[config.mk]
export PLATFORM = sky130hd
export DESIGN_NAME = bus_arbiter
export DESIGN_NICKNAME = d
export VERILOG_FILES = /design/src/rtl/bus_arbiter.sv
export SDC_FILE = /design/constraint.sdc
export NUM_CORES = 1
export LEC_CHECK = 0
export CAP_MARGIN = 25
export CORE_AREA = 4 4 41 43
export CTS_BUF_LIST = sky130_fd_sc_hd__clkbuf_4 sky130_fd_sc_hd__clkbuf_8
export DETAILED_ROUTE_END_ITERATION = 8
export DIE_AREA = 0 0 45 47
export PLACE_DENSITY = 0.72
export SKIP_LAST_GASP = 1
export SLEW_MARGIN = 20
export SYNTH_ARGS = -nofsm -noshare
export SYNTH_HDL_FRONTEND = slang
export SYNTH_SLANG_ARGS = --single-unit
[constraint.sdc]
create_clock -name clk -period 3.3 [get_ports clk]
set_input_delay 0.495 -clock clk [delete_from_list [all_inputs] [get_ports clk]]
set_output_delay 0.495 -clock clk [all_outputs]
set_load 0.005 [all_outputs]
[src/rtl/bus_arbiter.sv]
// Two-master round-robin bus arbiter with bounded tenure.
// Moore FSM: grants and mux select decode only from the registered state.
module bus_arbiter #(
    parameter int HOLD_MAX = 8,
    parameter int CNT_W    = 8
) (
    input  logic clk,
    input  logic reset,
    input  logic M0_req,
    input  logic M1_req,
    output logic M0_grant,
    output logic M1_grant,
    output logic M_sel,
    output logic bus_busy
);

    typedef enum logic [1:0] {
        IDLE = 2'd0,
        G0   = 2'd1,
        G1   = 2'd2
    } state_t;

    localparam logic [CNT_W-1:0] CNT_MAX = CNT_W'(HOLD_MAX - 1);

    state_t           state_q, state_d;
    logic [CNT_W-1:0] cnt_q, cnt_d;
    logic             last_owner_q, last_owner_d;

    always_ff @(posedge clk) begin
        if (reset) begin
            state_q      <= IDLE;
            cnt_q        <= '0;
            last_owner_q <= 1'b1;
        end else begin
            state_q      <= state_d;
            cnt_q        <= cnt_d;
            last_owner_q <= last_owner_d;
        end
    end

    always_comb begin
        state_d      = state_q;
        cnt_d        = cnt_q;
        last_owner_d = last_owner_q;

        case (state_q)
            IDLE: begin
                if (M0_req && M1_req) begin
                    // Tie: favour the master that did not own the bus last.
                    state_d = last_owner_q ? G0 : G1;
                end else if (M0_req) begin
                    state_d = G0;
                end else if (M1_req) begin
                    state_d = G1;
                end
            end
            G0: begin
                if (!M0_req) begin
                    state_d = M1_req ? G1 : IDLE;
                end else if (M1_req && (cnt_q == CNT_MAX)) begin
                    state_d = G1;
                end
            end
            G1: begin
                if (!M1_req) begin
                    state_d = M0_req ? G0 : IDLE;
                end else if (M0_req && (cnt_q == CNT_MAX)) begin
                    state_d = G0;
                end
            end
            default: state_d = IDLE;
        endcase

        if (state_d != state_q) begin
            cnt_d = '0;
            if (state_d == G0) begin
                last_owner_d = 1'b0;
            end else if (state_d == G1) begin
                last_owner_d = 1'b1;
            end
        end else if ((state_q != IDLE) && (cnt_q != CNT_MAX)) begin
            // Uncontended cycles count too, so a long solo owner yields at once.
            cnt_d = cnt_q + CNT_W'(1);
        end
    end

    assign M0_grant = (state_q == G0);
    assign M1_grant = (state_q == G1);
    assign M_sel    = (state_q == G1);
    assign bus_busy = (state_q != IDLE);

endmodule

; ---- Word-level counts from Yosys, hierarchy flattened
; Index checks and enable logic that the tools add are counted.
[classes]
mux = 13
addsub = 1
n_eq_ne = 7
n_reduce_logical = 9
[op_table]
columns = cell, n
row1 = 2-bit 2-to-1 mux, 9
row2 = 8-bit by 1-bit adder with 8-bit output (second input constant), 1
row3 = 8-bit by 3-bit == test with 1-bit output (second input constant), 1
row4 = 8-bit by 3-bit inequality test with 1-bit output (second input constant), 1
row5 = 2-bit case mux with 3 select lines, 1
row6 = 2-bit by 1-bit == test with 1-bit output (second input constant), 2
row7 = 2-bit == test (second input constant), 2
row8 = 1-bit logical AND, 4
row9 = 2-bit nonzero test, 2
row10 = 1-bit 2-to-1 mux, 3
row11 = 2-bit logical NOT, 1
row12 = 2-bit inequality test, 1
row13 = 2-bit AND reduction, 1
row14 = 2-bit OR reduction, 1
[totals]
word_cells = 33
output_inout_bits = 4
reg_bits = 11
inputBits = 4

; ---- Logic depth before layout (Yosys ltp)
[logic_depth]
word_depth = 8
ltp_mapped = 8
ltp_nobuf = 8

; ---- Worst setup path after synthesis
; No wires, ideal clock.
[synth_timing]
path_type = flip-flop to flip-flop
from = register cnt_q[0]
to = register last_owner_q
setup_ns = 0.072
path_buffers = 0
t_required_ns = 3.228
arrival_time_ns = 2.166
path_slack_ns = 1.063
synth_period_minus_slack_ns = 2.237
path_stages_with_launch = 9
cell_sequence = dfxtp_1 ha_1 nor4b_4 nand2_2 mux2_4 a211oi_1 ha_1 nor3_1 mux2i_1
[synth_via]
elab_chain_len = 8
elab_cells_between_ends = 14
cone_classes = eq/ne (4) / mux (6) / reduce/logical (4)
[synth_rtl]
columns = element, line_no
row1 = "start, declared", 26  ; logic [CNT_W-1:0] cnt_q, cnt_d;
row2 = "start signal, assigned", 36  ; cnt_q <= cnt_d;
row3 = 8-bit by 3-bit == test with 1-bit output (*), "60, 67"
row4 = 1-bit logical AND (on tied branches), "67, 60"
row5 = 2-bit 2-to-1 mux (on tied branches), "67, 60"
row6 = 2-bit 2-to-1 mux (on tied branches), "65, 58"
row7 = 2-bit case mux with 3 select lines (*), 46  ; case (state_q)
row8 = named net state_d[0], 25  ; state_t state_q, state_d;
row9 = 2-bit by 1-bit == test with 1-bit output or 2-bit == test (tied branches), "76, 78"
row10 = 2-bit nonzero test (no source line), n/a
row11 = 2-bit AND reduction (no source line), n/a
row12 = "end signal, assigned", 37  ; last_owner_q <= last_owner_d;
row13 = "end, declared", 27  ; logic last_owner_q, last_owner_d;
; The timed path passes the listed nets; every way through them passes the cells marked *.
; A chain may end at the register's enable or synchronous reset.

; ---- Worst setup path in the final report
; Ends and elaborated chain as after synthesis.

==> metrics <==
1st-pass router iterations=4; period utilisation layout=about three quarters; worst hold path class=flip-flop to flip-flop; Syn Std Cell Area=652 sq um; Final TNS setup=0 ps; most frequent cells in the layout=nor2_1, dfxtp_1, clkdlybuf4s50_1; register area share after synthesis=33.8%; All-Layer GR Usage=14.5%; global route overflow=0; layout cell share with drive strength beyond 1=12.3%; DP HPWL=923 um; first-pass GRT wire length=2150 um; Die Footprint=around 2100 sq um; Reg-to-Reg Start=cnt_q[0]; port bufs=7; clock tree from TritonCTS=yes; Max Slew Vio Count=0; Max Cap Viol=0; Clock Skew=10.9 ps; VDD IR max=202 uV; Crit-path slowest cell=dfxtp_1; ANT cells=0; Cells after Synth=73; initial antenna violation count=0; post-route DRC violation count=0; Leak=0.291 nW; Tot Pwr=288 uW; Hold Path End=cnt_q[1]; maximum clock path buffer count=2; Synth area leader=dfxtp_1; Fin. Hold Viols=0; Hold Crit Start=cnt_q[1]; hold_buf cts=0; average instance area after synthesis=8.93 sq um; post-CTS setup buffers=0; Worst-path clk slew=70 ps; slowest cell delay on critical path=380 ps; largest net degree at the start of global routing=11; Worst-Margin Slew=just under 600 ps; warnings from Yosys=0; cell row count=13; flop2flop setup slack=between 800 and 900 ps; clock sink count=11; final setup margin=850 ps; H-tree depth=1; Setup violations, final=0; Worst EP arrival=2650 ps; Synth area leaders=dfxtp_1, nor2_1, mux2i_1; syn nets=79; root buf cell=clkbuf_4; Final min period=2450 ps; unique cell type count in the Yosys netlist=31; worst r2r dst=last_owner_q; Nets=88; Initial Utilization=approximately half; number of global-route vias before repair=486; Critical Path Sink Type=flip-flop; PD cells=381 nW/um^2; worst r2r path cells=8; cts bufs inserted=3; core area=1300 sq um; Hold Path Stages=2; Post-Route WL=1240 um; Critical Path Start Type=flip-flop; Avg WL per Cell=approximately 13 um; Slew headroom=61.3%; worst-skew pair later-pin latency=270 ps; critical path class=flip-flop to flip-flop; crit-path cells=ha_1 > nor4b_4 > nand2_2 > mux2_4 > a211oi_1 > ha_1 > nor3_1 > mux2i_1; Via Count=561; initial DRC count=29; RSZ-0062 raised after global routing=no; CP required=3500 ps; post-cts resize count=0; Die H=47 um; Place WS=867 ps; Crit Path Max Fanout=5; post-route ant nets=0; most numerous cell on the critical path=ha_1; outcome=completed; GP Congestion=~0.85; share of the synthesized area in the top cell type=33.8%; fmax=408 MHz; number of fillers in the final layout=118; Area Growth Syn to Fin=15.7%; Top Ports=8; Via density=between 5 and 6; post-synthesis register bit count=11; Die X=45 um
-- Yosys cell counts (all sizes together) --
cell type and count:
ha 2, nor2b 3, o211a 1, o21ai 2
clkbuf 1, nand2 5, a22oi 1, mux2i 3
nor3 1, nor2 11, o32ai 1, a31oi 1
dfxtp 11, and3 1, nand4 4, xor2 3
nor3b 3, inv 3, a2111oi 1, buf 2
xnor2 3, a211oi 2, nand3b 2, nor4b 1
mux2 1, a21oi 3, o2111ai 1
-- cell type report --
cell class | count | area [sq um] | share of cell area, %
Multi-Input combinational cell | 56 | 404 | 53.6
Tap cell | 15 | 18.8 | 2.49
Timing Repair Buffer | 7 | 70.1 | 9.29
Clock buffer | 4 | 30.0 | 3.98
Inverter | 3 | 11.3 | 1.49
Sequential cell | 11 | 220 | 29.2
-- per-stage QoR --
| step | area (sq um) | cells | hold WS [ps] | utilization, % |
|---|---|---|---|---|
| floorplan | 652 | 73 | 487 | - |
| global placement | 724 | 92 | 513 | 55.7 |
| detailed placement | 724 | 92 | 535 | 55.7 |
| CTS | 754 | 96 | 548 | 58.0 |
| global route | 754 | 96 | 600 | 58.0 |
| finish | 754 | 96 | 547 | 58.0 |
-- critical path, delay by kind of cell (launching register included) --
family / cells / cell delay [ps]
AND/OR/NAND/NOR: 3 / 680
multiplexers: 2 / 540
adder cells (fa/ha/maj): 2 / 520
flip-flops: 1 / 380
AO/OA/AOI/OAI: 1 / 250
-- registers in the layout (all words and copies together), names as in the netlist --
name	cells
last_owner_q	1
cnt_q	8
state_q	2
-- how the worst max path moves through the flow --
stage / cells past startpoint / startpoint / slack [ps] / to
floorplan: 8 / cnt_q[0] / 1060 / last_owner_q
global placement: 8 / cnt_q[0] / 900 / last_owner_q
detailed placement: 8 / cnt_q[0] / 870 / last_owner_q
CTS: 8 / cnt_q[0] / 840 / last_owner_q
global route: 8 / cnt_q[0] / 700 / last_owner_q
finish: 8 / cnt_q[0] / 850 / last_owner_q
-- layer usage --
metal  vias to the layer above  part of all wire, %  GRT usage, %
met2                        15                   46          21.8
met4                         0                  2.7          10.5
li1                        281                    -             -
met5                         -                    0             0
met1                       261                   45          18.0
met3                         4                  5.6          3.45
-- cells by family after synthesis --
| logic type | after synthesis | synth area share, % |
|---|---|---|
| compound gates | 13 | 14.8 |
| xor+xnor | 6 | 8.06 |
| fa+ha+maj | 2 | 3.84 |
| buf+inv | 6 | 4.22 |
| flops | 11 | 33.8 |
| mux | 4 | 6.91 |
| simple gates | 31 | 28.4 |
-- power by group --
part	internal [mW]	switching (mW)	leakage (nW)
registers	0.137	0.00607	0.0892
logic	0.0239	0.0230	0.184
clock network	0.0549	0.0434	0.0184
(Power assumes the default switching activity.)
